--- src/rtl/ppu_control_pipe_if.sv ---
// Bundle between the IF/ID register, the PPU control pipe and the datapath stage muxes.
// The master side drives the ID-stage instruction and pipeline controls; the slave side is the pipe.
interface ppu_control_pipe_if #(
  parameter int CNT_W = 16
);
  logic [31:0]      instr_in;
  logic             instr_valid;
  logic             stall_in;
  logic             flush_in;
  logic             id_stall;
  logic [17:0]      ex_ctrl;
  logic [17:0]      mem_ctrl;
  logic [17:0]      wb_ctrl;
  logic [4:0]       ex_dest;
  logic [4:0]       mem_dest;
  logic [4:0]       wb_dest;
  logic             ex_valid;
  logic             mem_valid;
  logic             wb_valid;
  logic             ex_unknown;
  logic [CNT_W-1:0] instr_count;

  modport master (
    output instr_in, instr_valid, stall_in, flush_in,
    input  id_stall, ex_ctrl, mem_ctrl, wb_ctrl, ex_dest, mem_dest, wb_dest,
    input  ex_valid, mem_valid, wb_valid, ex_unknown, instr_count
  );

  modport slave (
    input  instr_in, instr_valid, stall_in, flush_in,
    output id_stall, ex_ctrl, mem_ctrl, wb_ctrl, ex_dest, mem_dest, wb_dest,
    output ex_valid, mem_valid, wb_valid, ex_unknown, instr_count
  );
endinterface

--- src/rtl/ppu_control_pipe.sv ---
// PPU control pipeline: decodes the ID-stage instruction into the 18-bit control word and carries it
// through ID/EX, EX/MEM and MEM/WB with load-use bubble insertion, stall/flush and a decode counter.
module ppu_control_pipe #(
  parameter int CNT_W     = 16,
  parameter bit HAZARD_EN = 1'b1
) (
  input  logic               clk,
  input  logic               reset,
  ppu_control_pipe_if.slave  pipe
);

  typedef struct packed {
    logic [17:0] ctrl;
    logic [4:0]  dest;
    logic        valid;
    logic        unknown;
  } stage_t;

  localparam logic [5:0] OP_SPECIAL = 6'h00, OP_J     = 6'h02, OP_JAL  = 6'h03;
  localparam logic [5:0] OP_BEQ     = 6'h04, OP_BNE   = 6'h05, OP_BLEZ = 6'h06, OP_BGTZ = 6'h07;
  localparam logic [5:0] OP_ADDI    = 6'h08, OP_ADDIU = 6'h09, OP_ANDI = 6'h0C, OP_ORI  = 6'h0D;
  localparam logic [5:0] OP_LUI     = 6'h0F;
  localparam logic [5:0] OP_LB      = 6'h20, OP_LH    = 6'h21, OP_LW   = 6'h23;
  localparam logic [5:0] OP_LBU     = 6'h24, OP_LHU   = 6'h25;
  localparam logic [5:0] OP_SB      = 6'h28, OP_SH    = 6'h29, OP_SW   = 6'h2B;

  localparam logic [5:0] FN_JR   = 6'h08, FN_MTHI = 6'h11, FN_MTLO = 6'h13;
  localparam logic [5:0] FN_ADD  = 6'h20, FN_ADDU = 6'h21, FN_SUB  = 6'h22, FN_SUBU = 6'h23;
  localparam logic [5:0] FN_AND  = 6'h24, FN_OR   = 6'h25;

  localparam logic [17:0] CW_SO_SEXT   = 18'h08000;
  localparam logic [17:0] CW_SO_ZEXT   = 18'h10000;
  localparam logic [17:0] CW_SO_UPPER  = 18'h18000;
  localparam logic [17:0] CW_ALU_SUB   = 18'h00800;
  localparam logic [17:0] CW_ALU_AND   = 18'h01000;
  localparam logic [17:0] CW_ALU_OR    = 18'h01800;
  localparam logic [17:0] CW_ALU_PASSB = 18'h02000;
  localparam logic [17:0] CW_LOAD      = 18'h00400;
  localparam logic [17:0] CW_RF_EN     = 18'h00200;
  localparam logic [17:0] CW_BR        = 18'h00100;
  localparam logic [17:0] CW_TA        = 18'h00080;
  localparam logic [17:0] CW_SZ_BYTE   = 18'h00040;
  localparam logic [17:0] CW_SZ_HALF   = 18'h00020;
  localparam logic [17:0] CW_MEM_RW    = 18'h00010;
  localparam logic [17:0] CW_MEM_SE    = 18'h00008;
  localparam logic [17:0] CW_EN_HI     = 18'h00004;
  localparam logic [17:0] CW_EN_LO     = 18'h00002;
  localparam logic [17:0] CW_MEM_EN    = 18'h00001;

  localparam logic [17:0] CW_LOAD_BASE  = CW_SO_SEXT | CW_LOAD | CW_RF_EN | CW_MEM_EN;
  localparam logic [17:0] CW_STORE_BASE = CW_SO_SEXT | CW_MEM_RW | CW_MEM_EN;

  logic [5:0]  opcode, funct;
  logic [4:0]  rs, rt, rd;
  logic [17:0] dec_ctrl;
  logic [4:0]  dec_dest;
  logic        dec_unknown;
  logic        uses_rt;
  logic        id_stall;
  logic        load_en;
  stage_t      ex_d, ex_q, mem_q, wb_q;
  logic [CNT_W-1:0] cnt_d, cnt_q;

  assign opcode = pipe.instr_in[31:26];
  assign rs     = pipe.instr_in[25:21];
  assign rt     = pipe.instr_in[20:16];
  assign rd     = pipe.instr_in[15:11];
  assign funct  = pipe.instr_in[5:0];

  always_comb begin
    // NOTE: every signal driven here gets a default first, so no decode path can infer a latch.
    dec_ctrl    = '0;
    dec_dest    = '0;
    dec_unknown = 1'b0;
    uses_rt     = 1'b0;
    case (opcode)
      OP_SPECIAL: begin
        uses_rt = 1'b1;
        if (pipe.instr_in != 32'd0) begin
          case (funct)
            FN_ADD, FN_ADDU: begin dec_ctrl = CW_RF_EN;              dec_dest = rd; end
            FN_SUB, FN_SUBU: begin dec_ctrl = CW_RF_EN | CW_ALU_SUB; dec_dest = rd; end
            FN_AND:          begin dec_ctrl = CW_RF_EN | CW_ALU_AND; dec_dest = rd; end
            FN_OR:           begin dec_ctrl = CW_RF_EN | CW_ALU_OR;  dec_dest = rd; end
            FN_MTHI:         dec_ctrl = CW_EN_HI;
            FN_MTLO:         dec_ctrl = CW_EN_LO;
            FN_JR:           dec_ctrl = CW_TA;
            default:         dec_unknown = 1'b1;
          endcase
        end
      end
      OP_ADDI, OP_ADDIU: begin dec_ctrl = CW_RF_EN | CW_SO_SEXT;                  dec_dest = rt; end
      OP_ANDI:  begin dec_ctrl = CW_RF_EN | CW_SO_ZEXT | CW_ALU_AND;              dec_dest = rt; end
      OP_ORI:   begin dec_ctrl = CW_RF_EN | CW_SO_ZEXT | CW_ALU_OR;               dec_dest = rt; end
      OP_LUI:   begin dec_ctrl = CW_RF_EN | CW_SO_UPPER | CW_ALU_PASSB;           dec_dest = rt; end
      OP_LW:    begin dec_ctrl = CW_LOAD_BASE;                                    dec_dest = rt; end
      OP_LH:    begin dec_ctrl = CW_LOAD_BASE | CW_SZ_HALF | CW_MEM_SE;           dec_dest = rt; end
      OP_LHU:   begin dec_ctrl = CW_LOAD_BASE | CW_SZ_HALF;                       dec_dest = rt; end
      OP_LB:    begin dec_ctrl = CW_LOAD_BASE | CW_SZ_BYTE | CW_MEM_SE;           dec_dest = rt; end
      OP_LBU:   begin dec_ctrl = CW_LOAD_BASE | CW_SZ_BYTE;                       dec_dest = rt; end
      OP_SW:    begin dec_ctrl = CW_STORE_BASE;              uses_rt = 1'b1; end
      OP_SH:    begin dec_ctrl = CW_STORE_BASE | CW_SZ_HALF; uses_rt = 1'b1; end
      OP_SB:    begin dec_ctrl = CW_STORE_BASE | CW_SZ_BYTE; uses_rt = 1'b1; end
      OP_BEQ, OP_BNE:   begin dec_ctrl = CW_BR | CW_ALU_SUB; uses_rt = 1'b1; end
      OP_BLEZ, OP_BGTZ: dec_ctrl = CW_BR | CW_ALU_SUB;
      OP_J:     dec_ctrl = CW_TA;
      OP_JAL:   begin dec_ctrl = CW_TA | CW_RF_EN; dec_dest = 5'd31; end
      default:  dec_unknown = 1'b1;
    endcase
  end

  // A load in EX whose destination feeds this instruction must wait one cycle for its data.
  assign id_stall = HAZARD_EN && pipe.instr_valid && ex_q.valid && ex_q.ctrl[10] &&
                    (ex_q.dest != 5'd0) &&
                    ((ex_q.dest == rs) || (uses_rt && (ex_q.dest == rt)));

  always_comb begin
    ex_d    = '0;
    load_en = 1'b0;
    if (pipe.instr_valid && !pipe.flush_in && !id_stall) begin
      ex_d.ctrl    = dec_ctrl;
      ex_d.dest    = dec_dest;
      ex_d.valid   = 1'b1;
      ex_d.unknown = dec_unknown;
      load_en      = 1'b1;
    end
    cnt_d = load_en ? cnt_q + CNT_W'(1) : cnt_q;
  end

  // NOTE: state registers use non-blocking assignments so every stage samples pre-edge values.
  always_ff @(posedge clk or posedge reset) begin
    if (reset) begin
      ex_q  <= '0;
      mem_q <= '0;
      wb_q  <= '0;
      cnt_q <= '0;
    end else if (!pipe.stall_in) begin
      wb_q  <= mem_q;
      mem_q <= ex_q;
      ex_q  <= ex_d;
      cnt_q <= cnt_d;
    end
  end

  assign pipe.id_stall    = id_stall;
  assign pipe.ex_ctrl     = ex_q.ctrl;
  assign pipe.ex_dest     = ex_q.dest;
  assign pipe.ex_valid    = ex_q.valid;
  assign pipe.ex_unknown  = ex_q.unknown;
  assign pipe.mem_ctrl    = mem_q.ctrl;
  assign pipe.mem_dest    = mem_q.dest;
  assign pipe.mem_valid   = mem_q.valid;
  assign pipe.wb_ctrl     = wb_q.ctrl;
  assign pipe.wb_dest     = wb_q.dest;
  assign pipe.wb_valid    = wb_q.valid;
  assign pipe.instr_count = cnt_q;

endmodule

--- src/flat_wrapper.sv ---
// flat-port wrapper written by rule: the top's interface ports become plain ports
module ppu_control_pipe_flat 
#(
  parameter int CNT_W     = 16,
  parameter bit HAZARD_EN = 1'b1
)
  (clk, reset, pipe_instr_in, pipe_instr_valid, pipe_stall_in, pipe_flush_in, pipe_id_stall, pipe_ex_ctrl, pipe_mem_ctrl, pipe_wb_ctrl, pipe_ex_dest, pipe_mem_dest, pipe_wb_dest, pipe_ex_valid, pipe_mem_valid, pipe_wb_valid, pipe_ex_unknown, pipe_instr_count);
  ppu_control_pipe_if #(.CNT_W(CNT_W)) pipe_i ();
  input  logic clk;
  input  logic reset;
  input wire logic [$bits(pipe_i.instr_in)-1:0] pipe_instr_in;
  input wire logic [$bits(pipe_i.instr_valid)-1:0] pipe_instr_valid;
  input wire logic [$bits(pipe_i.stall_in)-1:0] pipe_stall_in;
  input wire logic [$bits(pipe_i.flush_in)-1:0] pipe_flush_in;
  output wire logic [$bits(pipe_i.id_stall)-1:0] pipe_id_stall;
  output wire logic [$bits(pipe_i.ex_ctrl)-1:0] pipe_ex_ctrl;
  output wire logic [$bits(pipe_i.mem_ctrl)-1:0] pipe_mem_ctrl;
  output wire logic [$bits(pipe_i.wb_ctrl)-1:0] pipe_wb_ctrl;
  output wire logic [$bits(pipe_i.ex_dest)-1:0] pipe_ex_dest;
  output wire logic [$bits(pipe_i.mem_dest)-1:0] pipe_mem_dest;
  output wire logic [$bits(pipe_i.wb_dest)-1:0] pipe_wb_dest;
  output wire logic [$bits(pipe_i.ex_valid)-1:0] pipe_ex_valid;
  output wire logic [$bits(pipe_i.mem_valid)-1:0] pipe_mem_valid;
  output wire logic [$bits(pipe_i.wb_valid)-1:0] pipe_wb_valid;
  output wire logic [$bits(pipe_i.ex_unknown)-1:0] pipe_ex_unknown;
  output wire logic [$bits(pipe_i.instr_count)-1:0] pipe_instr_count;
  assign pipe_i.instr_in = pipe_instr_in;
  assign pipe_i.instr_valid = pipe_instr_valid;
  assign pipe_i.stall_in = pipe_stall_in;
  assign pipe_i.flush_in = pipe_flush_in;
  assign pipe_id_stall = pipe_i.id_stall;
  assign pipe_ex_ctrl = pipe_i.ex_ctrl;
  assign pipe_mem_ctrl = pipe_i.mem_ctrl;
  assign pipe_wb_ctrl = pipe_i.wb_ctrl;
  assign pipe_ex_dest = pipe_i.ex_dest;
  assign pipe_mem_dest = pipe_i.mem_dest;
  assign pipe_wb_dest = pipe_i.wb_dest;
  assign pipe_ex_valid = pipe_i.ex_valid;
  assign pipe_mem_valid = pipe_i.mem_valid;
  assign pipe_wb_valid = pipe_i.wb_valid;
  assign pipe_ex_unknown = pipe_i.ex_unknown;
  assign pipe_instr_count = pipe_i.instr_count;
  ppu_control_pipe #(.CNT_W(CNT_W), .HAZARD_EN(HAZARD_EN)) u_core (.clk(clk), .reset(reset), .pipe(pipe_i));
endmodule
--- config.mk ---
export PLATFORM = sky130hd
export DESIGN_NAME = ppu_control_pipe_flat
export DESIGN_NICKNAME = d
export VERILOG_FILES = /design/src/rtl/ppu_control_pipe_if.sv /design/src/rtl/ppu_control_pipe.sv /design/src/flat_wrapper.sv
export SDC_FILE = /design/constraint.sdc
export NUM_CORES = 1
export LEC_CHECK = 0
export ABC_AREA = 0
export ABC_CLOCK_PERIOD_IN_PS = 3600
export BUFFER_PORTS_ARGS = -buffer_cell sky130_fd_sc_hd__buf_4
export CAP_MARGIN = 25
export CORE_ASPECT_RATIO = 1.2
export CORE_MARGIN = 2
export CORE_UTILIZATION = 40
export CTS_BUF_LIST = sky130_fd_sc_hd__clkbuf_4
export DETAILED_ROUTE_END_ITERATION = 7
export HOLD_SLACK_MARGIN = 0.08
export PLACE_DENSITY = 0.69
export SETUP_SLACK_MARGIN = 0.3
export SYNTH_ARGS = -nofsm -noshare
export SYNTH_HDL_FRONTEND = slang
export SYNTH_SLANG_ARGS = --single-unit
--- constraint.sdc ---
create_clock -name clk -period 3.6 [get_ports clk]
set_input_delay 0.72 -clock clk [delete_from_list [all_inputs] [get_ports clk]]
set_output_delay 0.72 -clock clk [all_outputs]
set_load 0.005 [all_outputs]
==> run_results.csv <==
group,metric,value,unit
status,status,"finished clean",
clocking,cts_resized,0,
power,p_leak,2.49,nW
route,finalWirelength,9.51,mm
sta,hold_ws,0.385,ns
finish,antennaDiodeCount,0,
finish,final_core_util,0.528,
grt,grt_max_degree,68,
hold_path,hold_class,"in -> async",
synth,ys_ff_latch,83,
sta,setup_viol,0,
run,maxCapViolations,0,
finish,area_growth,28.7,%
clocking,htree_levels,3,
route,viasPerCell,5.24,
synth,synthesis.instances,343,
sta,slew_headroom,0.468,
synth,synthArstFlopShare,1.00,
clocking,cts_tree,"built",
route,vias,3070,
route,drt_first_iter_violations,271,
power,max-vdd-ir-drop,0.310,mV
power,p_per_area,377,mW/mm^2
clocking,cts_sinks,83,
clocking,clk_pin_slew_worst_paths,0.13,ns
critical_path,setup.worst_path.end_class,"output pin",
route,route.detailed.drc,0,
sta,rsz0062_at_grt,"no",
clocking,cts_root_buf,"clkbuf_4",
synth,synth_seq_area_share,0.532,
route,drtPass1Iterations,5,
critical_path,crit_slowest_cell,"nor4_1",
floorplanning,die_x,94.2,um
finish,fill_cells,897,
sta,drv_slew,0,
critical_path,setup.worst_path.class,"reg -> out",
grt,met2_usage,0.294,
sta,min_period,2.83,ns
synth,ys_types,47,
synth,synth_top_flop_cell,"dfrtp_1",
synth,ys_warn_count,0,
sta,fmax,353,MHz
grt,grt_pass1_vias,2982,
finish,layout_commonest_cell,"buf_4",
placement,numPortBuffers,120,
floorplanning,io_pins,127,
critical_path,path_cells,"xor2_1, nor4_1, o2111ai_2, nand2_1, buf_4",
finish,layout_common_cells,"buf_4 (122), dfrtp_1 (83), mux2_2 (45)",
grt,use_met1,0.243,
synth,synth_edf_count,0,
grt,grt_overflow,0,
floorplanning,die-area,0.0106,sq mm
critical_path,worstPathArrival,2.11,ns
placement,gp_congestion,0.914,
route,drtAntennaViolNets,0,
sta,period_share,0.787,
clocking,cts_buffer_depth,2,
sta,fin_tns_setup,0,ns
critical_path,path_max_fanout,6,
finish,drive_above_1_share,0.419,
sta,hold_violations,0,
grt,grt_pass1_wl,15.1,mm
sta,final.setup_skew,0.0122,ns
critical_path,cp.buffers_inverters,1,
grt,grt_busiest_layer,"met2",
clocking,hold_buffers,0,
synth,syn-cell-area,0.00390,sq mm
floorplanning,rows,39,
grt,grtUsageMet3,0.0409,
grt,grtUsageTotal,0.183,
route,avgRoutedWirePerCell,16.2,um
critical_path,start_kind,"flip-flop",
grt,grt_antenna_before_repair,0,
sta,worstMarginPinSlew,0.797,ns
finish,nets,497,
floorplanning,core,0.00952,sq mm
clocking,numCtsBuffers,9,
floorplanning,chipHeight,112,um
clocking,post_cts_buffers,0,
clocking,clk_latency,0.42,ns
power,total_power,0.00189,W
synth,syn_avg_cell_area,11.4,sq um
floorplanning,start_util,0.410,
critical_path,cp_top_family,"simple AND/OR/NAND/NOR gates",
placement,dp_hpwl,7.13,mm
critical_path,max_stage_delay,0.51,ns
critical_path,crit_required,2.88,ns
-- synthesized netlist by cell type (2+ instances only) --
library cell | n | share of area
nor4_4 | 2 | 0.011
xor2_1 | 17 | 0.038
nand2b_1 | 7 | 0.011
nor4_2 | 2 | 0.0064
nor2b_1 | 6 | 0.0096
nor4_1 | 9 | 0.014
inv_1 | 11 | 0.011
dfrtp_1 | 83 | 0.53
nand3_1 | 7 | 0.0090
nor3_1 | 14 | 0.018
nand2_1 | 34 | 0.033
o31ai_1 | 4 | 0.0077
o41ai_1 | 2 | 0.0045
buf_1 | 2 | 0.0019
buf_2 | 5 | 0.0064
a21oi_1 | 10 | 0.013
a22o_1 | 2 | 0.0045
xnor2_1 | 8 | 0.018
a221oi_1 | 5 | 0.011
mux2_2 | 45 | 0.13
buf_4 | 7 | 0.013
nor2_1 | 11 | 0.011
nand4_1 | 4 | 0.0064
o21ai_0 | 15 | 0.019
o21ai_1 | 2 | 0.0026
clkbuf_1 | 8 | 0.0077
-- where the power goes --
group          switching [W]  total, W  internal (W)
registers          0.0000593   0.00104      0.000983
clock network       0.000309  0.000533      0.000224
logic               0.000160  0.000316      0.000156
total               0.000529   0.00189       0.00136
-- worst paths after layout --
check	cells past startpoint	from	endpoint	slack, ns
worst max register to register	6	u_core.pipe.ex_dest[4]	u_core.pipe.ex_ctrl[3]	1.06
worst min-delay path	2	reset	u_core.pipe.mem_ctrl[9]	0.38
max in group asynchronous	3	reset	u_core.pipe.instr_count[11]	2.55
worst min register to register	1	u_core.pipe.instr_count[15]	u_core.pipe.instr_count[15]	0.48
worst max-delay path	5	u_core.pipe.ex_dest[4]	pipe_id_stall	0.77
min in group clk	1	u_core.pipe.instr_count[15]	u_core.pipe.instr_count[15]	0.48
-- metrics by stage --
stage / cells / setup WS, ns / area [sq um]
floorplan: 348 / 0.743 / 3920
global placement: 571 / 0.771 / 4890
detailed placement: 571 / 0.686 / 4890
CTS: 586 / 0.743 / 5020
global route: 586 / 0.671 / 5020
finish: 586 / 0.768 / 5020
-- logic make-up (layout without fill, tap and decap cells) --
group	Yosys count	after routing	synth area share
AO/OA/AOI/OAI	50	50	0.0869
adder cells (fa/ha/maj)	1	1	0.00320
AND/OR/NAND/NOR	104	104	0.148
XOR/XNOR	25	25	0.0561
flip-flops	83	83	0.532
buffers and inverters	34	149	0.0429
multiplexers	45	45	0.130
other	1	6	0.000961
-- layer usage --
layer  vias up  wire length, um
li1       1446                -
met1      1490             4020
met2       118             4770
met3        16              559
met4         0              163
met5         -                0
-- flip-flops by register name, indices dropped and copies added, names as in the netlist --
register	flops
u_core.pipe.wb_dest	5
u_core.pipe.wb_valid	1
u_core.pipe.wb_ctrl	16
u_core.pipe.mem_valid	1
u_core.pipe.mem_ctrl	16
u_core.pipe.ex_dest	5
u_core.pipe.ex_valid	1
u_core.pipe.instr_count	16
u_core.pipe.ex_ctrl	16
u_core.pipe.mem_dest	5
u_core.pipe.ex_unknown	1
-- final cells by class --
type,count,area (sq um),share of cell area
repair buffers,123,936,0.186
clock inverters,4,52.6,0.0105
inverters,11,42.5,0.00847
multi-input cells,231,1680,0.334
well taps,123,154,0.0306
clock buffers,11,82.6,0.0164
flip-flops and latches,83,2080,0.414
(Power assumes the default switching activity.)
